`src/rtl/motor_ramp_ctrl.sv`:
```
// motor_ramp_ctrl: slews the pwm duty toward a requested target at a fixed
// step rate, reverses direction through zero duty plus a dead time, and
// latches an emergency-stop fault until enable is dropped to re-arm.
module motor_ramp_ctrl #(
    parameter int unsigned STEP_DIV    = 50000,
    parameter int unsigned STEP_SIZE   = 1,
    parameter int unsigned DEAD_CYCLES = 1000
) (
    input  logic       clk,
    input  logic       rst_n,
    input  logic       enable,
    input  logic       estop,
    input  logic [7:0] target_duty,
    input  logic       target_dir,
    output logic [7:0] duty_cycle,
    output logic       dir,
    output logic       busy,
    output logic       at_target,
    output logic       fault
);

    typedef enum logic [2:0] {
        IDLE    = 3'd0,
        RAMP    = 3'd1,
        HOLD    = 3'd2,
        REVERSE = 3'd3,
        DEAD    = 3'd4,
        FAULT   = 3'd5
    } state_t;

    localparam logic [19:0] PRESC_MAX = 20'(STEP_DIV - 1);
    localparam logic [19:0] DEAD_MAX  = 20'(DEAD_CYCLES - 1);
    localparam logic [8:0]  STEP      = 9'(STEP_SIZE);

    state_t      state;
    state_t      next_state;
    logic [19:0] prescaler;
    logic [19:0] prescaler_next;
    logic [19:0] dead_cnt;
    logic [19:0] dead_next;
    logic [7:0]  duty_next;
    logic        dir_next;

    logic        tick;
    logic        dir_mismatch;
    logic [7:0]  eff_target;

    logic        up_eff;
    logic [8:0]  dist_eff;
    logic [8:0]  amt_eff;
    logic [8:0]  sum_eff;
    logic [8:0]  amt_zero;
    logic [8:0]  sum_zero;
    logic        unused_msb;

    assign tick         = (prescaler == PRESC_MAX);
    assign dir_mismatch = (target_dir != dir);
    assign eff_target   = (!enable || dir_mismatch) ? 8'd0 : target_duty;
    assign unused_msb   = sum_eff[8] ^ sum_zero[8];

    // One clamped ramp step toward the effective target and toward zero, in 9 bits so nothing wraps
    always_comb begin
        up_eff   = (eff_target >= duty_cycle);
        dist_eff = up_eff ? ({1'b0, eff_target} - {1'b0, duty_cycle})
                          : ({1'b0, duty_cycle} - {1'b0, eff_target});
        amt_eff  = (dist_eff < STEP) ? dist_eff : STEP;
        sum_eff  = up_eff ? ({1'b0, duty_cycle} + amt_eff)
                          : ({1'b0, duty_cycle} - amt_eff);
        amt_zero = ({1'b0, duty_cycle} < STEP) ? {1'b0, duty_cycle} : STEP;
        sum_zero = {1'b0, duty_cycle} - amt_zero;
    end

    // Next state, next duty/dir and dead counter; estop overrides everything
    always_comb begin
        next_state = state;
        duty_next  = duty_cycle;
        dir_next   = dir;
        dead_next  = dead_cnt;
        if (estop) begin
            next_state = FAULT;
            duty_next  = 8'd0;
        end else begin
            case (state)
                IDLE: begin
                    duty_next = 8'd0;
                    if (enable && dir_mismatch) begin
                        next_state = DEAD;
                        dead_next  = 20'd0;
                    end else if (enable && (target_duty != 8'd0)) begin
                        next_state = RAMP;
                    end
                end
                RAMP: begin
                    if (enable && dir_mismatch) begin
                        next_state = REVERSE;
                    end else if (duty_cycle == eff_target) begin
                        next_state = (eff_target != 8'd0) ? HOLD : IDLE;
                    end else if (tick) begin
                        duty_next = sum_eff[7:0];
                    end
                end
                HOLD: begin
                    if (enable && dir_mismatch) begin
                        next_state = REVERSE;
                    end else if (tick && (eff_target != duty_cycle)) begin
                        next_state = RAMP;
                    end
                end
                REVERSE: begin
                    if (duty_cycle == 8'd0) begin
                        if (!enable) begin
                            next_state = IDLE;
                        end else begin
                            next_state = DEAD;
                            dead_next  = 20'd0;
                        end
                    end else if (tick) begin
                        duty_next = sum_zero[7:0];
                    end
                end
                DEAD: begin
                    duty_next = 8'd0;
                    if (dead_cnt == DEAD_MAX) begin
                        dir_next   = target_dir;
                        dead_next  = 20'd0;
                        next_state = (enable && (target_duty != 8'd0)) ? RAMP : IDLE;
                    end else begin
                        dead_next = dead_cnt + 20'd1;
                    end
                end
                FAULT: begin
                    duty_next = 8'd0;
                    if (!enable) begin
                        next_state = IDLE;
                    end
                end
                default: begin
                    next_state = IDLE;
                    duty_next  = 8'd0;
                end
            endcase
        end
    end

    // Step prescaler: restarts on entry to RAMP/REVERSE, free-runs while ramping or holding
    always_comb begin
        prescaler_next = 20'd0;
        if (((next_state == RAMP) || (next_state == REVERSE)) && (next_state != state)) begin
            prescaler_next = 20'd0;
        end else if ((state == RAMP) || (state == REVERSE) || (state == HOLD)) begin
            prescaler_next = tick ? 20'd0 : (prescaler + 20'd1);
        end
    end

    // State, datapath and registered flag decodes of the next state
    always_ff @(posedge clk or negedge rst_n) begin
        if (!rst_n) begin
            state      <= IDLE;
            duty_cycle <= 8'd0;
            dir        <= 1'b0;
            busy       <= 1'b0;
            at_target  <= 1'b0;
            fault      <= 1'b0;
            prescaler  <= 20'd0;
            dead_cnt   <= 20'd0;
        end else begin
            state      <= next_state;
            duty_cycle <= duty_next;
            dir        <= dir_next;
            busy       <= (next_state == RAMP) || (next_state == REVERSE) || (next_state == DEAD);
            at_target  <= (next_state == HOLD);
            fault      <= (next_state == FAULT);
            prescaler  <= prescaler_next;
            dead_cnt   <= dead_next;
        end
    end

endmodule

```
`config.mk`:
```
export PLATFORM = sky130hd
export DESIGN_NAME = motor_ramp_ctrl
export DESIGN_NICKNAME = d
export VERILOG_FILES = /design/src/rtl/motor_ramp_ctrl.sv
export SDC_FILE = /design/constraint.sdc
export NUM_CORES = 1
export LEC_CHECK = 0
export BUFFER_PORTS_ARGS = -buffer_cell sky130_fd_sc_hd__buf_2
export CORE_UTILIZATION = 23
export DETAILED_ROUTE_END_ITERATION = 7
export GPL_ROUTABILITY_DRIVEN = 0
export MAX_ROUTING_LAYER = met4
export SLEW_MARGIN = 10
export SYNTH_ARGS = -nofsm -noshare
export SYNTH_HDL_FRONTEND = slang
export SYNTH_SLANG_ARGS = --single-unit
```
`constraint.sdc`:
```
create_clock -name clk -period 6.2 [get_ports clk]
set_input_delay 0.31 -clock clk [delete_from_list [all_inputs] [get_ports clk]]
set_output_delay 0.31 -clock clk [all_outputs]
set_load 0.1 [all_outputs]
```
==> reports/results.txt <==
WL final: 8.969 mm
clock buffer depth: 2
Synth Flop Type: dfrtp_1
Core ar.: 0.01742 mm^2
share of cells above drive strength 1: 0.1118
CTS tree: built
placed insts: 718
cell area after synthesis: 0.004123 mm^2
initial antenna violation count: 0
post-DR wirelength/cell: 12.35 um
cell leakage power: 2.054 nW
HPWL after detailed placement: 6.753 mm
Synth warnings: 0
Worst Setup End Kind: flop
Clock transition at path regs: 0.08 ns
Final Max Tran Viols: 0
H-tree depth: 2
# IOs: 25
postcts setup bufs: 0
post-synthesis compound-gate area fraction: 0.1499
antenna viol nets, final: 0
fin cells: 726
Finished Cell Area: 0.004603 mm^2
Worst Setup Start Kind: flop
CP peak stage delay: 0.44 ns
Final Hold Viols: 0
worst skew pair latency: 0.29 ns
Die ar.: 0.01846 mm^2
largest family of logic cells by synthesized area: simple AND/OR/NAND/NOR gates
Seq cells post-synth: 55
Final #Nets: 543
Filler cells: 1,888
Final min period: 5.814 ns
gate count after technology mapping: 483
worst path required time: 6.41 ns
post-synthesis cell type count: 67
routed via count: 3,310
clock tree root driver cell: clkbuf_16
hold buffers post-CTS: 0
GRT Util Overall: 0.1064
Area Growth Syn to Fin: 11.65%
most frequent cells in the layout: nor2_1, dfrtp_1, nand2_1
HP Class: input pin to async pin
MaxCap Viol Count: 0
port bufs: 24
Syn Area/Cell: 8.536 um^2
post-synthesis mux area share: 0.007891
ANT cells: 0
Pre-Repair DR Iteration Count: 4
area of placed instances: 0.004444 mm^2
arrival time worst endpoint: 6.03 ns
RSZ-0062 raised after global routing: false
Post-synth EDFFs: 0
pin count of the biggest net entering global routing: 56
post-route setup TNS: 0 ns
DIE WIDTH: 135.9 um
vias in the first global route: 3,204
simple-gate share of the synthesized area: 0.2698
Worst path slowest cell: dfrtp_1
grt ovf: 0
final worst-path cycle share: 0.9377
Setup Viol. Count Final: 0
vias per cell: 4.559
Sink Count: 55
CTS buffer count: 5
post-synthesis sequential area ratio: 0.3338
worst slew pin tran: 1.075 ns
relative max-transition margin: 0.2810
Crit Path Max Fanout: 8
Adder-Cell Fraction of Synth Area: 0.09651
Initial Util: 0.2367
outcome: complete, no violations
Syn Nets: 526
Iteration-0 DRC Markers: 181
leading cell type in the layout, fill and taps excluded: nor2_1
post-synthesis xor/xnor area fraction: 0.09530
R2R cell count: 26
site row count: 48
post_cts resized: 0
DRC: 0
die extent in y: 135.9 um
fraction of registers with async set/reset: 1.000
Setup CP Type: flop to flop
clk_skew: 0.007681 ns
fmax: 172.0 MHz
Peak VDD IR: 0.1077 mV
global-route wire length before repair: 15.50 mm
pwr/cell area: 273.9 mW/mm^2
-- power by group --
| part | total (mW) | leakage (nW) | internal, mW | switching [mW] |
|---|---|---|---|---|
| Clock | 0.286 | 0.0746 | 0.152 | 0.134 |
| Sequential | 0.405 | 0.754 | 0.377 | 0.0278 |
| Combinational | 0.570 | 1.22 | 0.209 | 0.361 |
-- through the flow --
stage | util | worst slack (ns) | power (mW) | hold WS, ns
after floorplan | - | 0.1739 | 0.8676 | 0.01441
after global placement | 0.2552 | 0.4571 | 0.9724 | 0.4464
after detailed placement | 0.2552 | 0.2865 | 0.9738 | 0.4524
after CTS | 0.2636 | 0.2469 | 1.266 | 0.1908
after global routing | 0.2643 | 0.009873 | 1.359 | 0.2320
final | 0.2643 | 0.3862 | 1.261 | 0.1452
-- final cells by class --
type / count / area, um^2 / area share
Clock buffer: 5 / 125.1 / 0.02718
Clock inverter: 3 / 22.52 / 0.004893
Inverter: 27 / 101.3 / 0.02202
Multi-Input combinational cell: 386 / 2569 / 0.5580
Sequential cell: 55 / 1376 / 0.2990
Tap cell: 225 / 281.5 / 0.06116
Timing Repair Buffer: 25 / 127.6 / 0.02772
-- worst max-delay path, delay by kind of cell (launching register included) --
kind | cells | cell delay (ns)
AND/OR/NAND/NOR | 7 | 1.45
adder cells (fa/ha/maj) | 3 | 0.86
multiplexers | 1 | 0.12
AO/OA/AOI/OAI | 11 | 2.41
XOR/XNOR | 1 | 0.21
flip-flops | 1 | 0.44
buffers and inverters | 3 | 0.24
-- routing by layer --
metal / vias to the layer above / track usage / wire [um]
met3: 7 / 0.01566 / 264
li1: 1724 / - / -
met1: 1531 / 0.1401 / 4561
met2: 48 / 0.1698 / 4032
met5: - / - / 0
met4: 0 / 0.02840 / 110
-- registers in the layout, summed over array words and instances, names as in the netlist --
signal / flops
prescaler: 20
dead_cnt: 20
at_target: 1
duty_cycle: 8
busy: 1
state: 3
fault: 1
dir: 1
-- logic make-up (layout without fill, tap and decap cells) --
logic type	Yosys count	count (layout)
compound gates	88	88
xor+xnor	44	44
fa+ha+maj	30	30
buf+inv	42	60
flops	55	55
mux	3	3
other cells	1	1
simple gates	220	220
-- cells in the mapped netlist, drive strengths merged (8+ instances only) --
cell	n	area [um^2]
xor2	29	261.5
nor2	69	259.0
buf	8	61.31
o21ai	21	105.1
nand2b	8	50.05
inv	27	101.4
ha	27	337.8
xnor2	15	131.4
dfrtp	55	1376
nand4	11	75.07
nand2	49	183.9
nand3	24	120.1
nor4	13	108.9
a21oi	20	100.1
-- path summary, 6_finish.rpt --
check / slack (ns) / end / startpoint
worst max-delay path: 0.39 / duty_cycle[7] / dir
worst min-delay path: 0.15 / prescaler[3] / rst_n
worst max register to register: 0.39 / duty_cycle[7] / dir
worst min register to register: 0.46 / prescaler[0] / prescaler[0]
max in group asynchronous: 5.58 / duty_cycle[3] / rst_n
min in group clk: 0.33 / dir / target_dir
Power figures use the tool's default switching activity.
